==> config.mk <==
export PLATFORM = sky130hd
export DESIGN_NAME = cross_product_arbiter
export DESIGN_NICKNAME = d
export VERILOG_FILES = /design/src/rtl/geofence_pkg.sv /design/src/rtl/cross_mul_pipe.sv /design/src/rtl/cross_product_arbiter.sv
export SDC_FILE = /design/constraint.sdc
export NUM_CORES = 1
export LEC_CHECK = 0
export CAP_MARGIN = 20
export CORE_MARGIN = 2
export CORE_UTILIZATION = 35
export CTS_BUF_LIST = sky130_fd_sc_hd__clkbuf_8
export DETAILED_ROUTE_END_ITERATION = 8
export GPL_ROUTABILITY_DRIVEN = 0
export GPL_TIMING_DRIVEN = 0
export PLACE_DENSITY = 0.51
export REMOVE_ABC_BUFFERS = 1
export SETUP_SLACK_MARGIN = 0.3
export SLEW_MARGIN = 15
export SYNTH_ARGS = -nofsm -noshare
export SYNTH_HDL_FRONTEND = slang
export SYNTH_HIERARCHICAL = 1
export SYNTH_SLANG_ARGS = --single-unit
==> constraint.sdc <==
create_clock -name clk -period 9.5 [get_ports clk]
set_input_delay 1.9 -clock clk [delete_from_list [all_inputs] [get_ports clk]]
set_output_delay 1.9 -clock clk [all_outputs]
set_load 0.1 [all_outputs]
==> src/rtl/geofence_pkg.sv <==
// Shared constants, FSM encoding and helpers for the geofence cross-product arbiter.
package geofence_pkg;

    localparam int CW_DEF   = 11;
    localparam int NREQ_MAX = 8;
    localparam int WD_LIMIT = 8;
    localparam int WD_W     = 4;

    typedef enum logic {
        ST_ARB   = 1'b0,
        ST_OWNED = 1'b1
    } state_e;

    function automatic int clog2(input int n);
        int r;
        r = 0;
        while ((1 << r) < n) r++;
        return r;
    endfunction

endpackage

==> src/rtl/cross_mul_pipe.sv <==
// Pipelined signed cross product Ax*By - Ay*Bx reduced to sign flags, tagged with an id.
module cross_mul_pipe
    import geofence_pkg::*;
#(
    parameter int CW   = CW_DEF,
    parameter int PIPE = 2,
    parameter int IW   = 2
)(
    input  logic          clk,
    input  logic          reset,
    input  logic          in_valid,
    input  logic [IW-1:0] in_id,
    input  logic [CW-1:0] ax,
    input  logic [CW-1:0] ay,
    input  logic [CW-1:0] bx,
    input  logic [CW-1:0] by,
    output logic          out_valid,
    output logic [IW-1:0] out_id,
    output logic          out_pos,
    output logic          out_zero
);

    localparam int PW   = 2 * CW;
    localparam int DW   = 2 * CW + 1;
    localparam int PSTG = (PIPE >= 2) ? 2 : 1;  // stage at which products are available
    localparam int D    = PIPE - PSTG;          // pure delay stages after the compare

    logic [PIPE:0]          vld_pipe;
    logic [PIPE:1]          vld_q, vld_d;
    logic [PIPE:0][IW-1:0]  id_pipe;
    logic [PIPE:1][IW-1:0]  id_q, id_d;

    assign vld_pipe = {vld_q, in_valid};
    assign id_pipe  = {id_q, in_id};

    always_comb begin
        vld_d = vld_pipe[PIPE-1:0];
        id_d  = id_q;
        for (int k = 1; k <= PIPE; k++) begin
            if (vld_pipe[k-1]) id_d[k] = id_pipe[k-1];
        end
    end

    logic signed [CW-1:0] ax_q, ay_q, bx_q, by_q;
    logic signed [CW-1:0] ax_d, ay_d, bx_d, by_d;

    always_comb begin
        ax_d = ax_q;
        ay_d = ay_q;
        bx_d = bx_q;
        by_d = by_q;
        if (in_valid) begin
            ax_d = $signed(ax);
            ay_d = $signed(ay);
            bx_d = $signed(bx);
            by_d = $signed(by);
        end
    end

    always_ff @(posedge clk or posedge reset) begin
        if (reset) begin
            vld_q <= '0;
            id_q  <= '0;
            ax_q  <= '0;
            ay_q  <= '0;
            bx_q  <= '0;
            by_q  <= '0;
        end else begin
            vld_q <= vld_d;
            id_q  <= id_d;
            ax_q  <= ax_d;
            ay_q  <= ay_d;
            bx_q  <= bx_d;
            by_q  <= by_d;
        end
    end

    logic signed [PW-1:0] p1_c, p2_c, m1, m2;
    logic signed [DW-1:0] diff;
    logic                 pos_c, zero_c;

    assign p1_c = PW'(ax_q) * PW'(by_q);
    assign p2_c = PW'(ay_q) * PW'(bx_q);

    generate
        if (PIPE >= 2) begin : g_preg
            logic signed [PW-1:0] p1_q, p2_q, p1_d, p2_d;
            always_comb begin
                p1_d = p1_q;
                p2_d = p2_q;
                if (vld_pipe[1]) begin
                    p1_d = p1_c;
                    p2_d = p2_c;
                end
            end
            always_ff @(posedge clk or posedge reset) begin
                if (reset) begin
                    p1_q <= '0;
                    p2_q <= '0;
                end else begin
                    p1_q <= p1_d;
                    p2_q <= p2_d;
                end
            end
            assign m1 = p1_q;
            assign m2 = p2_q;
        end else begin : g_pcomb
            assign m1 = p1_c;
            assign m2 = p2_c;
        end
    endgenerate

    // One extra bit so the difference of two extreme products cannot wrap.
    assign diff   = DW'(m1) - DW'(m2);
    assign zero_c = (diff == '0);
    assign pos_c  = !diff[DW-1] && !zero_c;

    assign out_valid = vld_pipe[PIPE];
    assign out_id    = id_q[PIPE];

    generate
        if (D == 0) begin : g_direct
            // Registers reset to zero look collinear; mask flags until a real result exists.
            logic seen_q, seen_d;
            assign seen_d = seen_q | vld_pipe[PIPE];
            always_ff @(posedge clk or posedge reset) begin
                if (reset) seen_q <= 1'b0;
                else       seen_q <= seen_d;
            end
            assign out_pos  = pos_c  & seen_d;
            assign out_zero = zero_c & seen_d;
        end else begin : g_delay
            logic [D-1:0] pos_q, pos_d, zero_q, zero_d;
            always_comb begin
                pos_d  = pos_q;
                zero_d = zero_q;
                if (vld_pipe[PSTG]) begin
                    pos_d[0]  = pos_c;
                    zero_d[0] = zero_c;
                end
                for (int k = 1; k < D; k++) begin
                    if (vld_pipe[PSTG+k]) begin
                        pos_d[k]  = pos_q[k-1];
                        zero_d[k] = zero_q[k-1];
                    end
                end
            end
            always_ff @(posedge clk or posedge reset) begin
                if (reset) begin
                    pos_q  <= '0;
                    zero_q <= '0;
                end else begin
                    pos_q  <= pos_d;
                    zero_q <= zero_d;
                end
            end
            assign out_pos  = pos_q[D-1];
            assign out_zero = zero_q[D-1];
        end
    endgenerate

endmodule

==> src/rtl/cross_product_arbiter.sv <==
// Round-robin arbiter with per-engine lock sharing one cross-product/compare pipeline.
module cross_product_arbiter
    import geofence_pkg::*;
#(
    parameter  int NREQ = 4,
    parameter  int CW   = CW_DEF,
    parameter  int PIPE = 2,
    localparam int IW   = clog2(NREQ)
)(
    input  logic               clk,
    input  logic               reset,
    input  logic [NREQ-1:0]    req,
    input  logic [NREQ-1:0]    lock,
    input  logic [NREQ*CW-1:0] ax,
    input  logic [NREQ*CW-1:0] ay,
    input  logic [NREQ*CW-1:0] bx,
    input  logic [NREQ*CW-1:0] by,
    input  logic               hold,
    output logic [NREQ-1:0]    gnt,
    output logic               rsp_valid,
    output logic [IW-1:0]      rsp_id,
    output logic               rsp_pos,
    output logic               rsp_zero
);

    state_e            state_q, state_d;
    logic [IW-1:0]     ptr_q, ptr_d;
    logic [IW-1:0]     owner_q, owner_d;
    logic [WD_W-1:0]   wd_q, wd_d;
    logic [IW-1:0]     gnt_id;
    logic              gnt_any;

    function automatic logic [IW-1:0] next_id(input logic [IW-1:0] i);
        if (int'(i) == NREQ - 1) return '0;
        return i + 1'b1;
    endfunction

    function automatic int rr_idx(input logic [IW-1:0] p, input int off);
        return (int'(p) + off) % NREQ;
    endfunction

    always_comb begin
        gnt     = '0;
        gnt_id  = '0;
        gnt_any = 1'b0;
        state_d = state_q;
        ptr_d   = ptr_q;
        owner_d = owner_q;
        wd_d    = wd_q;
        if (!hold) begin
            case (state_q)
                ST_ARB: begin
                    // Scan farthest-first so the request nearest ptr overrides.
                    for (int off = NREQ - 1; off >= 0; off--) begin
                        if (req[rr_idx(ptr_q, off)]) begin
                            gnt_any = 1'b1;
                            gnt_id  = IW'(rr_idx(ptr_q, off));
                        end
                    end
                    if (gnt_any) begin
                        gnt[gnt_id] = 1'b1;
                        ptr_d       = next_id(gnt_id);
                        if (lock[gnt_id]) begin
                            owner_d = gnt_id;
                            state_d = ST_OWNED;
                            wd_d    = '0;
                        end
                    end
                end
                ST_OWNED: begin
                    if (req[owner_q]) begin
                        gnt_any      = 1'b1;
                        gnt_id       = owner_q;
                        gnt[owner_q] = 1'b1;
                        wd_d         = '0;
                        if (!lock[owner_q]) begin
                            ptr_d   = next_id(owner_q);
                            state_d = ST_ARB;
                        end
                    end else if (wd_q == WD_W'(WD_LIMIT - 1)) begin
                        wd_d    = '0;
                        ptr_d   = next_id(owner_q);
                        state_d = ST_ARB;
                    end else begin
                        wd_d = wd_q + 1'b1;
                    end
                end
                default: state_d = ST_ARB;
            endcase
        end
    end

    always_ff @(posedge clk or posedge reset) begin
        if (reset) begin
            state_q <= ST_ARB;
            ptr_q   <= '0;
            owner_q <= '0;
            wd_q    <= '0;
        end else begin
            state_q <= state_d;
            ptr_q   <= ptr_d;
            owner_q <= owner_d;
            wd_q    <= wd_d;
        end
    end

    logic [CW-1:0] sel_ax, sel_ay, sel_bx, sel_by;

    always_comb begin
        sel_ax = '0;
        sel_ay = '0;
        sel_bx = '0;
        sel_by = '0;
        for (int i = 0; i < NREQ; i++) begin
            if (gnt[i]) begin
                sel_ax = ax[i*CW +: CW];
                sel_ay = ay[i*CW +: CW];
                sel_bx = bx[i*CW +: CW];
                sel_by = by[i*CW +: CW];
            end
        end
    end

    cross_mul_pipe #(
        .CW   (CW),
        .PIPE (PIPE),
        .IW   (IW)
    ) u_pipe (
        .clk       (clk),
        .reset     (reset),
        .in_valid  (gnt_any),
        .in_id     (gnt_id),
        .ax        (sel_ax),
        .ay        (sel_ay),
        .bx        (sel_bx),
        .by        (sel_by),
        .out_valid (rsp_valid),
        .out_id    (rsp_id),
        .out_pos   (rsp_pos),
        .out_zero  (rsp_zero)
    );

endmodule
# Word-level counts from Yosys, hierarchy flattened
# Cells that the tools add are included.
dict set report op_classes {
  add_sub_neg 7
  multipliers 2
  n_div 0
  n_lt_le_gt_ge 8
  eq_ne 7
  shift 0
  n_mux 93
  n_bitwise 8
  reduce_logical 12
}
# cell n
set op_table {}
lappend op_table {{2-to-1 mux 11 bit} 16}
lappend op_table {{multiplier 11 x 11 -> 22 bit} 2}
lappend op_table {{2-to-1 mux 1 bit} 38}
lappend op_table {{2-to-1 mux 2 bit} 17}
lappend op_table {{2-to-1 mux 4 bit} 7}
lappend op_table {{logical NOT 23 bit} 1}
lappend op_table {{subtractor 22 x 22 -> 23 bit} 1}
lappend op_table {{one-hot mux 4 bit (2 select lines)} 2}
lappend op_table {{binary-select mux 1 bit (select 2 bit)} 7}
lappend op_table {{< comparator 3 x 4 -> 1 bit, second input constant} 3}
lappend op_table {{< comparator 2 x 3 -> 1 bit, second input constant} 3}
lappend op_table {{one-hot mux 2 bit (2 select lines)} 2}
lappend op_table {{AND reduction 4 bit} 2}
lappend op_table {{adder 2 x 1 -> 2 bit, second input constant} 3}
lappend op_table {{OR reduction 2 bit} 3}
lappend op_table {{adder 2 bit, second input constant} 2}
lappend op_table {{adder 4 x 1 -> 4 bit, second input constant} 1}
lappend op_table {{demux 1 bit (select 2 bit)} 2}
lappend op_table {{equality test 2 x 1 -> 1 bit, second input constant} 2}
lappend op_table {{equality test 4 x 3 -> 1 bit, second input constant} 1}
lappend op_table {{>= comparator 2 x 1 -> 1 bit, second input constant} 2}
lappend op_table {{inequality test 2 bit, second input constant} 2}
lappend op_table {{one-hot mux 1 bit (2 select lines)} 2}
lappend op_table {{bitwise AND 1 bit, first input constant} 3}
lappend op_table {{other kinds (8)} 13}
dict set report word_totals {
  register_bits 104
  latchBits 0
  mem_bits_rw 0
  mem_bits_ro 0
  input_bits 187
  out_inout_bits 9
  wordCells 151
  mem_count 0
}

# Longest topological paths before layout
dict set report depth {
  depth_word 23
  mapped_depth 22
}

# Cells and area by module
# Netlist, hierarchy kept.
# module instances cells_each area_per_inst_um2 seq_area_each_um2
set modules_own_cells {}
lappend modules_own_cells {cross_mul_pipe 1 1528 14327.5 2377.3}
lappend modules_own_cells {cross_product_arbiter 1 313 2620.0 225.2}

# Worst setup path before layout
# No wires, ideal clock.
dict set report synth_path {
  kind {in2out}
  start {input port req[1]}
  end {output port gnt[1]}
  arrival_time_ns 4.563
  slack_ns 3.037
  cell_stages 8
  n_path_buf 2
  path_cell_list {a21boi_0 -> o221ai_1 -> inv_2 -> ha_1 -> mux2_2 -> clkbuf_8 -> clkbuf_1 -> nor2b_1}
}
dict set report synth_via {
  elab_chain_len 16
}
# element line
set synth_lines {}
lappend synth_lines {{start, declared} cross_product_arbiter.sv:12} ;# input logic [NREQ-1:0] req,
lappend synth_lines {{binary-select mux 1 bit (select 2 bit)} cross_product_arbiter.sv:55} ;# if (req[rr_idx(ptr_q, off)]) begin
lappend synth_lines {{2-to-1 mux 1 bit (implied by the code) (2 in series)} cross_product_arbiter.sv:55}
lappend synth_lines {{2-to-1 mux 2 bit (4 in series)} cross_product_arbiter.sv:55}
lappend synth_lines {{2-to-1 mux 2 bit} cross_product_arbiter.sv:51} ;# case (state_q)
lappend synth_lines {{2-to-1 mux 2 bit} cross_product_arbiter.sv:50} ;# if (!hold) begin
lappend synth_lines {{< comparator 2 x 3 -> 1 bit (implied by the code) / >= comparator 2 x 1 -> 1 bit (equally long branches)} cross_product_arbiter.sv:61} ;# gnt[gnt_id] = 1'b1;
lappend synth_lines {{logical AND 1 bit (implied by the code)} cross_product_arbiter.sv:61}
lappend synth_lines {{2-to-1 mux 1 bit (implied by the code)} cross_product_arbiter.sv:61}
lappend synth_lines {{demux 1 bit (select 2 bit)} cross_product_arbiter.sv:61}
lappend synth_lines {{2-to-1 mux 4 bit} cross_product_arbiter.sv:60} ;# if (gnt_any) begin
lappend synth_lines {{one-hot mux 4 bit (2 select lines) *} cross_product_arbiter.sv:51}
lappend synth_lines {{2-to-1 mux 4 bit *} cross_product_arbiter.sv:50}
lappend synth_lines {{end, declared} cross_product_arbiter.sv:19} ;# output logic [NREQ-1:0] gnt,
# Mark *: on every way between the ends. The rest lies on a longest branch, timed or not. The select of a mux whose other input is x is not followed.

# Final worst setup path
dict set report layout_path {
  start {input port req[1]}
  end {output port gnt[3]}
}
# Same word-level chain as after synthesis.

==> flow_summary.toml <==
[timing]
setup_viol = 0
tns_ns = 0
timing.fmax_ghz = 0.128
fin_worst_skew_ns = 0.0131
relSlewSlack_pct = 29.5
tightest_slew_ns = 1.05
grt_setup_unrepaired = "no"
fin_crit_sh_pct = 82.2
layout_setup_ws_ns = 1.69
hold_viol = 0
fin_crit_ns = 7.81
slew_viol_final = 0

[cts]
clkTransAtPathRegs_ns = 0.10
cts_buffer_depth = 2
cts_root_buf = "clkbuf_8"
htreeDepth = 3
cts_hold_buf = 0
clk_latency_ns = 0.43
cts_tree = "done"
clock_sinks = 104
numCtsBuffers = 9
cts_resized = 0
postCtsSetupRepairBufs = 0

[logic_synthesis]
synth_common_cells = "inv_1, fa_1, nand2_1"
synth_area_leaders = "fa_1, dfrtp_1, ha_1"
synthCells = 1841
synth_warnings = 6
synth.distinct_cells = 91
yosys.area.top_type = "fa_1"
synth.top_cell.area_share_pct = 27.8
syn_area_per_cell_um2 = 9.21
synth-edff-count = 0
ys_seq_area_share_pct = 15.4
synthesis.area_um2 = 16900
ys.flop_type = "dfrtp_1"
yosysMostFrequentCell = "inv_1"
synthArstFlopShare_pct = 100
ys_seq_elements = 104

[setup_path]
cp_max_fo = 45
worstPathArrival_ns = 5.91
r2r-start = "u_pipe/bx_q[2]$_DFFE_PP0P_"
cp_data_required_time_ns = 7.60
reg2reg_depth = 18
path_class = "in -> out"
startpoint_type = "input pin"
r2r-end = "u_pipe/g_preg.p2_q[20]$_DFFE_PP0P_"
r2r_setup_slack_ns = 3.41
endpoint_kind = "output pin"

[grt]
antenna_found_initial = 1
grt_remaining_overflow = 0
grt_pass1_vias = 13988
grt_max_degree = 74
grtUsageTotal_pct = 17.2
grt_pass1_wl_um = 69800

[floorplanning]
num_rows = 80
coreArea_um2 = 47700
ios = 196
die_y_um = 224
start_util_pct = 35.5
die_area_um2 = 50200
die_width_um = 224

[pwr]
p_per_area_nw_per_um2 = 319
p_leak_nw = 9.30
ir_drop_uv = 266

[cells_and_area]
antennaDiodeCount = 0
final_util_pct = 40.9
final_nets = 2509
drive_above_1_share_pct = 8.49
syn_to_final_growth_pct = 15.1

[flow_run]
cap_viol_max_count = 0

[route]
drtPass1Iterations = 5
ant_nets = 0
viasPerCell = 5.06
wl_um = 40900
wl_per_cell_um = 15.8
drc_errors = 0
num_vias = 13055
drt_iter0_drc = 606

[hold_path]
min_to = "u_pipe/g_direct.seen_q$_DFF_PP0_"
min_path_cells = 1
hold_class = "reg -> reg"
worstHoldStart = "u_pipe/g_direct.seen_q$_DFF_PP0_"

[placed_design]
dp_slack_ns = 1.68
dpl.hpwl_um = 34500
port-buffer-count = 195

[run_status]
status = "completed"
-- layer usage --
metal / GRT usage [%] / wire (um)
met5: 0 / 16
met2: 29.0 / 19300
met3: 3.06 / 2140
met1: 23.0 / 18800
met4: 4.13 / 611
-- power by group --
part	leakage (nW)	internal (mW)	total (mW)	switching (mW)
Clock	0.0957	0.0935	0.264	0.171
Combinational	7.85	2.16	4.87	2.71
Sequential	1.35	0.637	1.09	0.449
Total	9.30	2.89	6.22	3.33
-- critical path, stage by stage --
cell and delay [ns]:
clkdlybuf4s50_1 0.57, a21boi_0 0.20, o221ai_1 0.32, inv_2 0.21
ha_1 0.17, a32oi_1 0.05, or2_2 0.54, buf_16 0.26
inv_6 0.40, clkdlybuf4s50_1 1.24
-- worst max path at each step --
| stage | cells after the start | from | slack, ns | endpoint |
|---|---|---|---|---|
| 2_1_floorplan | 5 | req[1] | 2.45 | gnt[2] |
| 3_3_place_gp | 7 | req[2] | 0.22 | gnt[2] |
| 3_5_place_dp | 10 | req[1] | 1.68 | gnt[3] |
| 4_1_cts | 10 | req[1] | 1.67 | gnt[3] |
| 5_1_grt | 10 | req[1] | 1.46 | gnt[3] |
| 6_report | 10 | req[1] | 1.69 | gnt[3] |
-- cell usage in the layout (no fill, tap or decap), drive strengths merged, types with 8 or more instances in the layout --
cell           synthesis  layout
nor2                 147     147
a221oi                47      47
a22o                  45      45
nand2b                14      14
dfrtp                104     104
mux2i                  8       8
o21a                  14      14
nor2b                 20      20
o21ai                 54      54
xnor2                 31      31
a21oi                 42      42
nand2                163     163
a21o                  12      12
inv                  356     359
fa                   235     235
nor3                  14      14
and2                 103     103
nor4                   8       8
ha                   125     125
a211oi                 8       8
buf                   23       9
clkdlybuf4s50          0     195
nand3                 12      12
clkbuf                71       9
mux2                  64      64
-- layout make-up --
type,instances,area (um2)
multi-input combinational,1286,12500
sequential,104,2600
clock inverter,7,40.0
tap,615,769
timing repair buffer,204,2160
clock buffer,9,124
inverter,357,1350
fill,4798,28200
-- cell families after synthesis --
group | count (synthesis) | share of synthesized area [%]
compound gates | 289 | 14.3
xor+xnor | 38 | 1.96
fa+ha+maj | 360 | 37.0
buf+inv | 451 | 11.3
flops | 104 | 15.4
mux | 74 | 5.01
simple gates | 525 | 15.1
-- per-stage QoR --
| stage | std cells | area (um2) | hold WS, ns | power, mW |
|---|---|---|---|---|
| 2_1_floorplan | 1747 | 16400 | 0.431 | 4.68 |
| 4_1_cts | 2582 | 19500 | 0.474 | 6.33 |
| 3_3_place_gp | 2557 | 19100 | 0.454 | 5.89 |
| 3_5_place_dp | 2566 | 19300 | 0.448 | 6.03 |
| 6_report | 2582 | 19500 | 0.470 | 6.22 |
| 5_1_grt | 2582 | 19500 | 0.501 | 7.03 |
-- registers in the layout (all words and copies together) (netlist names), 2 cells and up --
register / cells
u_pipe/ay_q: 11
u_pipe/g_preg.p1_q: 22
u_pipe/g_preg.p2_q: 22
u_pipe/bx_q: 11
u_pipe/id_pipe: 2
u_pipe/ax_q: 11
u_pipe/by_q: 11
owner_q: 2
ptr_q: 2
u_pipe/out_id: 2
u_pipe/vld_q: 2
wd_q: 4
Note: power is estimated with default switching activity, not from simulation.
